==> config.mk <==
export PLATFORM = sky130hd
export DESIGN_NAME = sound_event_sequencer
export DESIGN_NICKNAME = d
export VERILOG_FILES = /design/src/rtl/sound_event_sequencer.sv
export SDC_FILE = /design/constraint.sdc
export NUM_CORES = 1
export LEC_CHECK = 0
export CELL_PAD_IN_SITES_DETAIL_PLACEMENT = 2
export CELL_PAD_IN_SITES_GLOBAL_PLACEMENT = 2
export CORE_ASPECT_RATIO = 1.5
export CORE_MARGIN = 2
export CORE_UTILIZATION = 41
export DETAILED_ROUTE_END_ITERATION = 10
export PLACE_DENSITY_LB_ADDON = 0.1
export SLEW_MARGIN = 20
export SYNTH_ARGS = -nofsm -noshare
export SYNTH_HDL_FRONTEND = slang
export SYNTH_SLANG_ARGS = --single-unit
==> constraint.sdc <==
create_clock -name clk -period 6.55 [get_ports clk]
set_clock_uncertainty 0.15 [all_clocks]
set_input_delay 0.655 -clock clk [delete_from_list [all_inputs] [get_ports clk]]
set_output_delay 0.655 -clock clk [all_outputs]
set_load 0.1 [all_outputs]
==> src/rtl/sound_event_sequencer.sv <==
// Multi-event tone sequencer for the snake game: NUM_EV fixed-priority event lines, one timed
// square-wave tone per event, preemption by higher priority, one-deep pending slot, button mute.
module sound_event_sequencer #(
   parameter int NUM_EV    = 4,
   parameter int DUR_CYC   = 8,
   parameter int BASE_HALF = 2,
   parameter int CNT_W     = 16
) (
   input  logic                      clk,
   input  logic                      nRst_i,
   input  logic                      button_i,
   input  logic [NUM_EV-1:0]         ev_i,
   output logic                      playSound,
   output logic                      tone_o,
   output logic                      mode_o,
   output logic [$clog2(NUM_EV)-1:0] chan_o
);
   localparam int CH_W = $clog2(NUM_EV);
   localparam logic [CNT_W-1:0] DUR_LAST = CNT_W'(DUR_CYC - 1);

   typedef enum logic {IDLE, PLAY} state_t;

   state_t              state_q, state_d;
   logic                mode_q, mode_d;
   logic                tone_q, tone_d;
   logic [CH_W-1:0]     chan_q, chan_d;
   logic [CNT_W-1:0]    dur_q, dur_d;
   logic [CNT_W-1:0]    half_q, half_d;
   logic                pend_v_q, pend_v_d;
   logic [CH_W-1:0]     pend_c_q, pend_c_d;
   logic [NUM_EV-1:0]   ev_q, ev_d;
   logic                btn_q, btn_d;

   logic [NUM_EV-1:0]   req, rest;
   logic                press;
   logic [CH_W-1:0]     k, k2;
   logic [CNT_W-1:0]    half_lim;
   logic                start;
   logic [CH_W-1:0]     start_ch;

   function automatic logic [CH_W-1:0] first_set(input logic [NUM_EV-1:0] v);
      logic found;
      first_set = '0;
      found     = 1'b0;
      for (int unsigned i = 0; i < NUM_EV; i++) begin
         if (v[i] && !found) begin
            first_set = CH_W'(i);
            found     = 1'b1;
         end
      end
   endfunction

   always_ff @(posedge clk or negedge nRst_i) begin
      if (!nRst_i) begin
         state_q  <= IDLE;
         mode_q   <= 1'b1;
         tone_q   <= 1'b0;
         chan_q   <= '0;
         dur_q    <= '0;
         half_q   <= '0;
         pend_v_q <= 1'b0;
         pend_c_q <= '0;
         ev_q     <= '0;
         btn_q    <= 1'b0;
      end else begin
         state_q  <= state_d;
         mode_q   <= mode_d;
         tone_q   <= tone_d;
         chan_q   <= chan_d;
         dur_q    <= dur_d;
         half_q   <= half_d;
         pend_v_q <= pend_v_d;
         pend_c_q <= pend_c_d;
         ev_q     <= ev_d;
         btn_q    <= btn_d;
      end
   end

   always_comb begin
      state_d  = state_q;
      mode_d   = mode_q;
      tone_d   = tone_q;
      chan_d   = chan_q;
      dur_d    = dur_q;
      half_d   = half_q;
      pend_v_d = pend_v_q;
      pend_c_d = pend_c_q;
      ev_d     = ev_i;
      btn_d    = button_i;
      start    = 1'b0;
      start_ch = '0;

      req      = ev_i & ~ev_q;
      press    = button_i & ~btn_q;
      k        = first_set(req);
      rest     = req;
      rest[k]  = 1'b0;
      k2       = first_set(rest);
      half_lim = CNT_W'(BASE_HALF * (int'(chan_q) + 1) - 1);

      if (press) begin
         mode_d = ~mode_q;
         if (mode_q) begin
            state_d  = IDLE;
            tone_d   = 1'b0;
            pend_v_d = 1'b0;
         end
      end else if (mode_q) begin
         unique case (state_q)
            IDLE: begin
               if (|req) begin
                  start    = 1'b1;
                  start_ch = k;
                  pend_v_d = |rest;
                  pend_c_d = k2;
               end
            end
            PLAY: begin
               if (|req && (k < chan_q)) begin
                  start    = 1'b1;
                  start_ch = k;
                  if (|rest && (!pend_v_q || (k2 < pend_c_q))) begin
                     pend_v_d = 1'b1;
                     pend_c_d = k2;
                  end
               end else begin
                  if (|req && (!pend_v_q || (k < pend_c_q))) begin
                     pend_v_d = 1'b1;
                     pend_c_d = k;
                  end
                  // Pending slot already includes this cycle's request when the tone ends.
                  if (dur_q == DUR_LAST) begin
                     if (pend_v_d) begin
                        start    = 1'b1;
                        start_ch = pend_c_d;
                        pend_v_d = 1'b0;
                     end else begin
                        state_d = IDLE;
                        tone_d  = 1'b0;
                     end
                  end else begin
                     dur_d = dur_q + CNT_W'(1);
                     if (half_q == half_lim) begin
                        half_d = '0;
                        tone_d = ~tone_q;
                     end else begin
                        half_d = half_q + CNT_W'(1);
                     end
                  end
               end
            end
            default: state_d = IDLE;
         endcase
      end

      if (start) begin
         state_d = PLAY;
         chan_d  = start_ch;
         tone_d  = 1'b1;
         dur_d   = '0;
         half_d  = '0;
      end
   end

   always_comb begin
      playSound = (state_q == PLAY);
      tone_o    = tone_q;
      mode_o    = mode_q;
      chan_o    = chan_q;
   end
endmodule

==> impl_metrics.tcl, run 1 <==
set metrics [dict create \
    die_height_um 104 \
    hold_wc_path_type "input port to asynchronous set/reset pin" \
    path_delay_family "simple AND/OR/NAND/NOR gates" \
    power.density_cell_area_mw_per_mm2 368 \
    sequential_cell_area_mm2 0.00113 \
    finalHoldViolCount 0 \
    critPathKind "input port to flip-flop" \
    post_drt_via_cell_ratio 6.13 \
    timing.rr.end "half_q[10]" \
    most_repeated_library_cell_on_the_critical_path "nor3_1" \
    total_power_draw_w 0.00111 \
    worst_setup_hold_path_clk_slew_ps 90 \
    library_cell_used_as_clock_root_buffer "clkbuf_8" \
    placement_rows 36 \
    initial_core_util_pct 42.3 \
    crit_path_cell_trace "clkdlybuf4s50_1, nor2b_1, nor2_1, nor3_1, ha_1, a31oi_1, o21ai_1, nor3_1, nor3_1, mux2_1" \
    slowest_delay_ps 510 \
    synth-main-ff-cell "dfrtp_1" \
    start_kind "input port" \
    worstRegToRegCells 7 \
    synth_seq_area_share_pct 41.1 \
    cp-end-kind "flip-flop" \
    cts_resized 0 \
    antenna-diode-count 0 \
    chipWidth_um 70.8 \
    timing.final.max_slew_violations 0 \
    final-setup-viol-count 0 \
    ant_nets 0 \
    regToRegStartpoint "dur_q[0]" \
    syn-mean-instance-area_um2 8.99 \
    fin_tns_setup_ps 0 \
    startpoint "ev_i[2]" \
    maxSlewHeadroom_pct 34.4 \
    critPathRequiredTime_ps 6590 \
    design.die.area_mm2 0.00737 \
    p_leak_nw 1.15 \
    first_iter_violations 86 \
    synth_warnings 0 \
    port_buffers 11 \
    synth_enable_flop_cells 0 \
    grt_pass1_vias 2542 \
    path_depth 10 \
    arrival_ps 3550 \
    critPathMaxFanout 8 \
    num_vias 2384 \
    synth-seq-cells 45 \
    finalCritPeriodShare_pct 53.5 \
    run_status "completed" \
    syn_area_mm2 0.00274 \
    cts-htree-levels 2 \
    syn-num-nets 316 \
    achievable-frequency_mhz 285 \
    finalWirelength_um 7870 \
    nNetsFinal 323 \
    core_region_area_mm2 0.00649 \
    multiInputGateArea_mm2 0.00152 \
    timing.max_cap.violations 0 \
    worst_skew_pair.late_latency_ps 310 \
    r2r_slack_ps 3460 \
    vdd_drop_max_mv 0.229 \
    route.detailed.drc 0 \
    fillCellCount 723 \
    postCtsHoldBufs 0 \
    cts_buffer_depth 2 \
    area.growth.synth_to_final_pct 9.99 \
    cts-buffers-inserted 5 \
    post_synth_inst_count 305 \
    place.gp.congestion 0.791 \
    cts_setup_buffers 0 \
    globalRouteOverflowTotal 0 \
    cts_sinks 45 \
    synthDistinctLibCells 58 \
    finish.utilization_pct 46.5 \
    rsz0062_at_grt "no" \
    asyncSetResetFlopFracSynth_pct 100 \
    worst_margin_slew_ps 981 \
    crit_buf_inv 1 \
    routedWlPerCell_um 20.2 \
    drive_above_1_share_pct 7.03 \
    antenna_found_initial 0 \
    track_usage_pct 22.4 \
    minimum_period_implied_by_the_final_worst_setup_slack_ps 3510 \
    ioPinCount 12 \
    tritoncts "done" \
    cp_slowest_cell "clkdlybuf4s50_1" \
    grt_start_max_net_pins 46 \
    worst_setup_path_endpoint "pend_c_q[1]" \
    detailedRoute.firstPassIterationCount 4 \
    grt_pass1_wl_um 13000 \
    dp_hpwl_um 5810 \
]
## per-layer routing
layer	vias up	global-route usage [%]	share of wire (%)
li1	1116	-	-
met1	1249	27.0	43
met2	14	40.8	55
met3	5	2.62	1.2
met4	0	7.01	1.2
met5	-	0	0
## through the flow
stage	cells	worst slack, ps	hold WS (ps)	instance area, um^2
floorplan	305	3900	209	2740
global placement	381	2790	374	2900
detailed placement	381	2750	376	2900
CTS	389	3070	396	3010
global route	389	2870	236	3020
finish	389	3040	198	3020
## kinds of logic (layout without fill, tap and decap cells)
family	Yosys count	count (layout)	synth area share, %
buffers and inverters	22	30	3.56
adders and majority gates	4	4	1.82
DFF	45	45	41.1
xor gates and xnor gates	23	23	7.34
AOI/OAI and AO/OA	69	69	17.2
and+or+nand+nor	136	136	26.6
muxes	6	6	2.28
## worst min path at each step
stage	startpoint	slack (ps)	endpoint	depth (start not counted)
after global routing	nRst_i	240	dur_q[13]	1
after detailed placement	pend_c_q[1]	380	pend_c_q[1]	1
after global placement	pend_c_q[1]	370	pend_c_q[1]	1
after CTS	pend_c_q[1]	400	pend_c_q[1]	1
after floorplan	nRst_i	210	btn_q	0
final	nRst_i	200	dur_q[13]	1
## layout by cell type, fill, tap and decap left out, types with 3 or more instances in the layout
cell,count
ha_1,4
a31oi_1,3
clkdlybuf4s50_1,10
nand3_1,12
nand3b_1,3
o21ai_1,4
a21oi_1,19
xnor2_1,23
inv_1,9
o21ai_0,10
nand2b_1,5
nor2_1,37
and3_1,3
or3_1,5
and2_1,3
nor4_1,8
dfrtp_1,44
nor3_1,10
and4_1,3
nand2_1,22
nor2b_1,6
mux2i_1,4
a211oi_1,7
clkbuf_8,6
nand4_1,9
o22ai_1,3
buf_4,3
## cell type report
cell class              instances  area share, %
flip-flops and latches         45           37.4
inverters                       9           1.12
well taps                      76           3.15
repair buffers                 13           4.06
multi-input cells             238           50.4
clock buffers                   7           2.86
clock inverters                 1          0.995
## worst register-to-register path, delay by kind of cell, from the launching register on
kind                     cells  cell delay (ps)
flip-flops                   1              430
AO/OA/AOI/OAI                1              160
adder cells (fa/ha/maj)      1              250
AND/OR/NAND/NOR              5             2040
## sequential cells by signal (all words and copies together) (netlist names)
| register | count |
|---|---|
| chan_o | 2 |
| mode_o | 1 |
| pend_c_q | 2 |
| dur_q | 16 |
| pend_v_q | 1 |
| tone_o | 1 |
| ev_q | 4 |
| btn_q | 1 |
| half_q | 16 |
| playSound | 1 |
## synthesized netlist by cell type, types with 7 or more instances
library cell / number / share of area [%]
a211oi_1: 7 / 1.9
a21oi_1: 19 / 3.5
dfrtp_1: 44 / 40
inv_1: 9 / 1.2
nand2_1: 22 / 3.0
nand3_1: 12 / 2.2
nand4_1: 9 / 2.1
nor2_1: 37 / 5.1
nor3_1: 10 / 1.8
nor4_1: 8 / 1.8
o21ai_0: 10 / 1.8
xnor2_1: 23 / 7.3
## report_power, final
| part | internal [W] | switching, W | total, W |
|---|---|---|---|
| sequential | 0.000319 | 0.0000670 | 0.000386 |
| combinational | 0.000146 | 0.000355 | 0.000500 |
| clock | 0.000125 | 0.000101 | 0.000225 |
| total | 0.000589 | 0.000522 | 0.00111 |
Power figures use the tool's default switching activity.
==> run 2: changes to the inputs <==
CORE_UTILIZATION = 34   (was 41)
clock period = 3.1 ns   (was 6.55 ns; I/O delays follow)
==> run 2 against run 1 <==
Compared with the run above: sequential cell count did not move; sequential share of layout area fell by 2.6 points; register-to-register slack got worse by 2900 ps; global-route usage fell by 1.6 points; critical path depth did not move; clock-buffer cell count did not move; sequential power rose by 110%; utilization fell by 5.4 points; cell area rose by 7.6%; clock power rose to 2.8 times the previous value; via count rose by 3.5%; hold slack improved by 140 ps; critical endpoint unchanged.
==> impl_metrics.tcl, run 2 (same netlist as run 1, synthesis figures left out) <==
set metrics [dict create \
    dp_hpwl_um 6320 \
    area.growth.synth_to_final_pct 18.4 \
    final-setup-viol-count 0 \
    fillCellCount 910 \
    top_layer_used "met4" \
    nNetsFinal 341 \
    grt_pass1_vias 2752 \
    minimum_period_implied_by_the_final_worst_setup_slack_ps 2750 \
    antenna_found_initial 0 \
    finalHoldViolCount 0 \
    critPathKind "input port to flip-flop" \
    library_cell_used_as_clock_root_buffer "clkbuf_16" \
    cts-htree-levels 2 \
    run_status "completed" \
    routedWlPerCell_um 19.4 \
    critPathMaxFanout 5 \
    route.detailed.drc 0 \
    timing.final.max_slew_violations 0 \
    post_drt_via_cell_ratio 5.66 \
    grt_start_max_net_pins 46 \
    grt_pass1_wl_um 14400 \
    crit_path_cell_trace "clkdlybuf4s50_1, nor2b_1, nor2_1, nor3_1, ha_1, a31oi_1, o21ai_1, nor3_1, nor3_1, mux2_1" \
    total_length_of_routed_met2_wires_um 4660 \
    power.density_cell_area_mw_per_mm2 796 \
    biggestRegsByFlops "dur_q: 16 flops, half_q: 16 flops, ev_q: 4 flops" \
    design.die.area_mm2 0.00882 \
    slowest_delay_ps 510 \
    finalWirelength_um 8440 \
    drive_above_1_share_pct 13.3 \
    final.hold.worst_slack_ps 339 \
    maxSlewHeadroom_pct 58.2 \
    fin_tns_setup_ps 0 \
    core_region_area_mm2 0.00791 \
    timing.max_cap.violations 0 \
    worst_skew_pair.late_latency_ps 290 \
    cts_sinks 45 \
    worst_setup_hold_path_clk_slew_ps 60 \
    start_kind "input port" \
    chipWidth_um 77.3 \
    layout.cells.most_common_list "44 x dfrtp_1, 37 x nor2_1, 24 x buf_4, 23 x xnor2_1, 22 x nand2_1" \
    cts_setup_buffers 0 \
    die_height_um 114 \
    most_repeated_library_cell_on_the_critical_path "nor3_1" \
    arrival_ps 2780 \
    hold_path_startpoint "button_i" \
    first_iter_violations 101 \
    cp-end-kind "flip-flop" \
    port_buffers 11 \
    cts_resized 0 \
    globalRouteOverflowTotal 0 \
    finalCritPeriodShare_pct 88.8 \
    place.gp.congestion 0.821 \
    layout_commonest_cell "dfrtp_1" \
    placement_rows 40 \
    cts-buffers-inserted 5 \
    startpoint "ev_i[2]" \
    num_vias 2467 \
    cp_slowest_cell "clkdlybuf4s50_1" \
    regToRegStartpoint "ev_q[2]" \
    tritoncts "done" \
    ioPinCount 12 \
    rsz0062_at_grt "no" \
    met3RoutedLength_um 132 \
    p_leak_nw 1.27 \
    hold_wc_path_type "input port to flip-flop" \
    achievable-frequency_mhz 363 \
    vdd_drop_max_mv 0.466 \
    worst_margin_slew_ps 627 \
    ant_nets 0 \
    critPathRequiredTime_ps 3120 \
    met1Wirelength_um 3530 \
    initial_core_util_pct 34.7 \
    track_usage_pct 20.8 \
    detailedRoute.firstPassIterationCount 4 \
    antenna-diode-count 0 \
    cts_buffer_depth 2 \
]
run 2: final timing paths:
kind                                to  slack, ps  cells past startpoint
setup / recovery           pend_c_q[1]        350                     10
hold / removal                   btn_q        340                      1
setup reg to reg           pend_c_q[1]        530                      9
hold reg to reg            pend_c_q[1]        400                      1
max in group asynchronous    half_q[1]       1930                      2
min in group asynchronous     dur_q[3]        420                      2
run 2: routing by layer:
metal  vias up  GRT usage, %
met4         0          6.19
li1       1157             -
met2        21          39.4
met5         -             0
met3         8          2.53
met1      1281          24.3
run 2: power breakdown:
group / leakage, nW / switching (W) / internal [W] / total [W]
Combinational: 0.588 / 0.000768 / 0.000365 / 0.00113
Sequential: 0.597 / 0.000139 / 0.000674 / 0.000813
Clock: 0.0841 / 0.000236 / 0.000403 / 0.000640
Total: 1.27 / 0.00114 / 0.00144 / 0.00259
run 2: what timing repair did:
item | in CTS | in global routing
hold buffers | 0 | 1
endpoints found under the setup margin | 0 | 0
hold endpoints to repair | 0 | 44
run 2: metrics by stage:
| step | cell area, um^2 | instances | power [W] | setup WS, ps | util [%] |
|---|---|---|---|---|---|
| after floorplan | 2740 | 305 | 0.00158 | 452 | - |
| after global placement | 3060 | 427 | 0.00195 | 218 | 38.7 |
| after detailed placement | 3060 | 427 | 0.00197 | 50.8 | 38.7 |
| after CTS | 3230 | 435 | 0.00263 | 359 | 40.9 |
| after global routing | 3250 | 436 | 0.00276 | 169 | 41.1 |
| final | 3250 | 436 | 0.00259 | 347 | 41.1 |
run 2: final cells by class:
class	count	area, um^2	area share [%]
well taps	105	131	4.05
multi-input cells	238	1520	46.9
clock buffers	7	143	4.39
flip-flops and latches	45	1130	34.7
repair buffers	31	260	8.02
clock inverters	1	30.0	0.925
inverters	9	33.8	1.04
run 2: worst max-delay path: cells and delay by family:
kind / cells / cell delay (ps)
mux: 1 / 280
simple gates: 5 / 940
compound gates: 2 / 430
fa+ha+maj: 1 / 310
buf+inv: 1 / 510
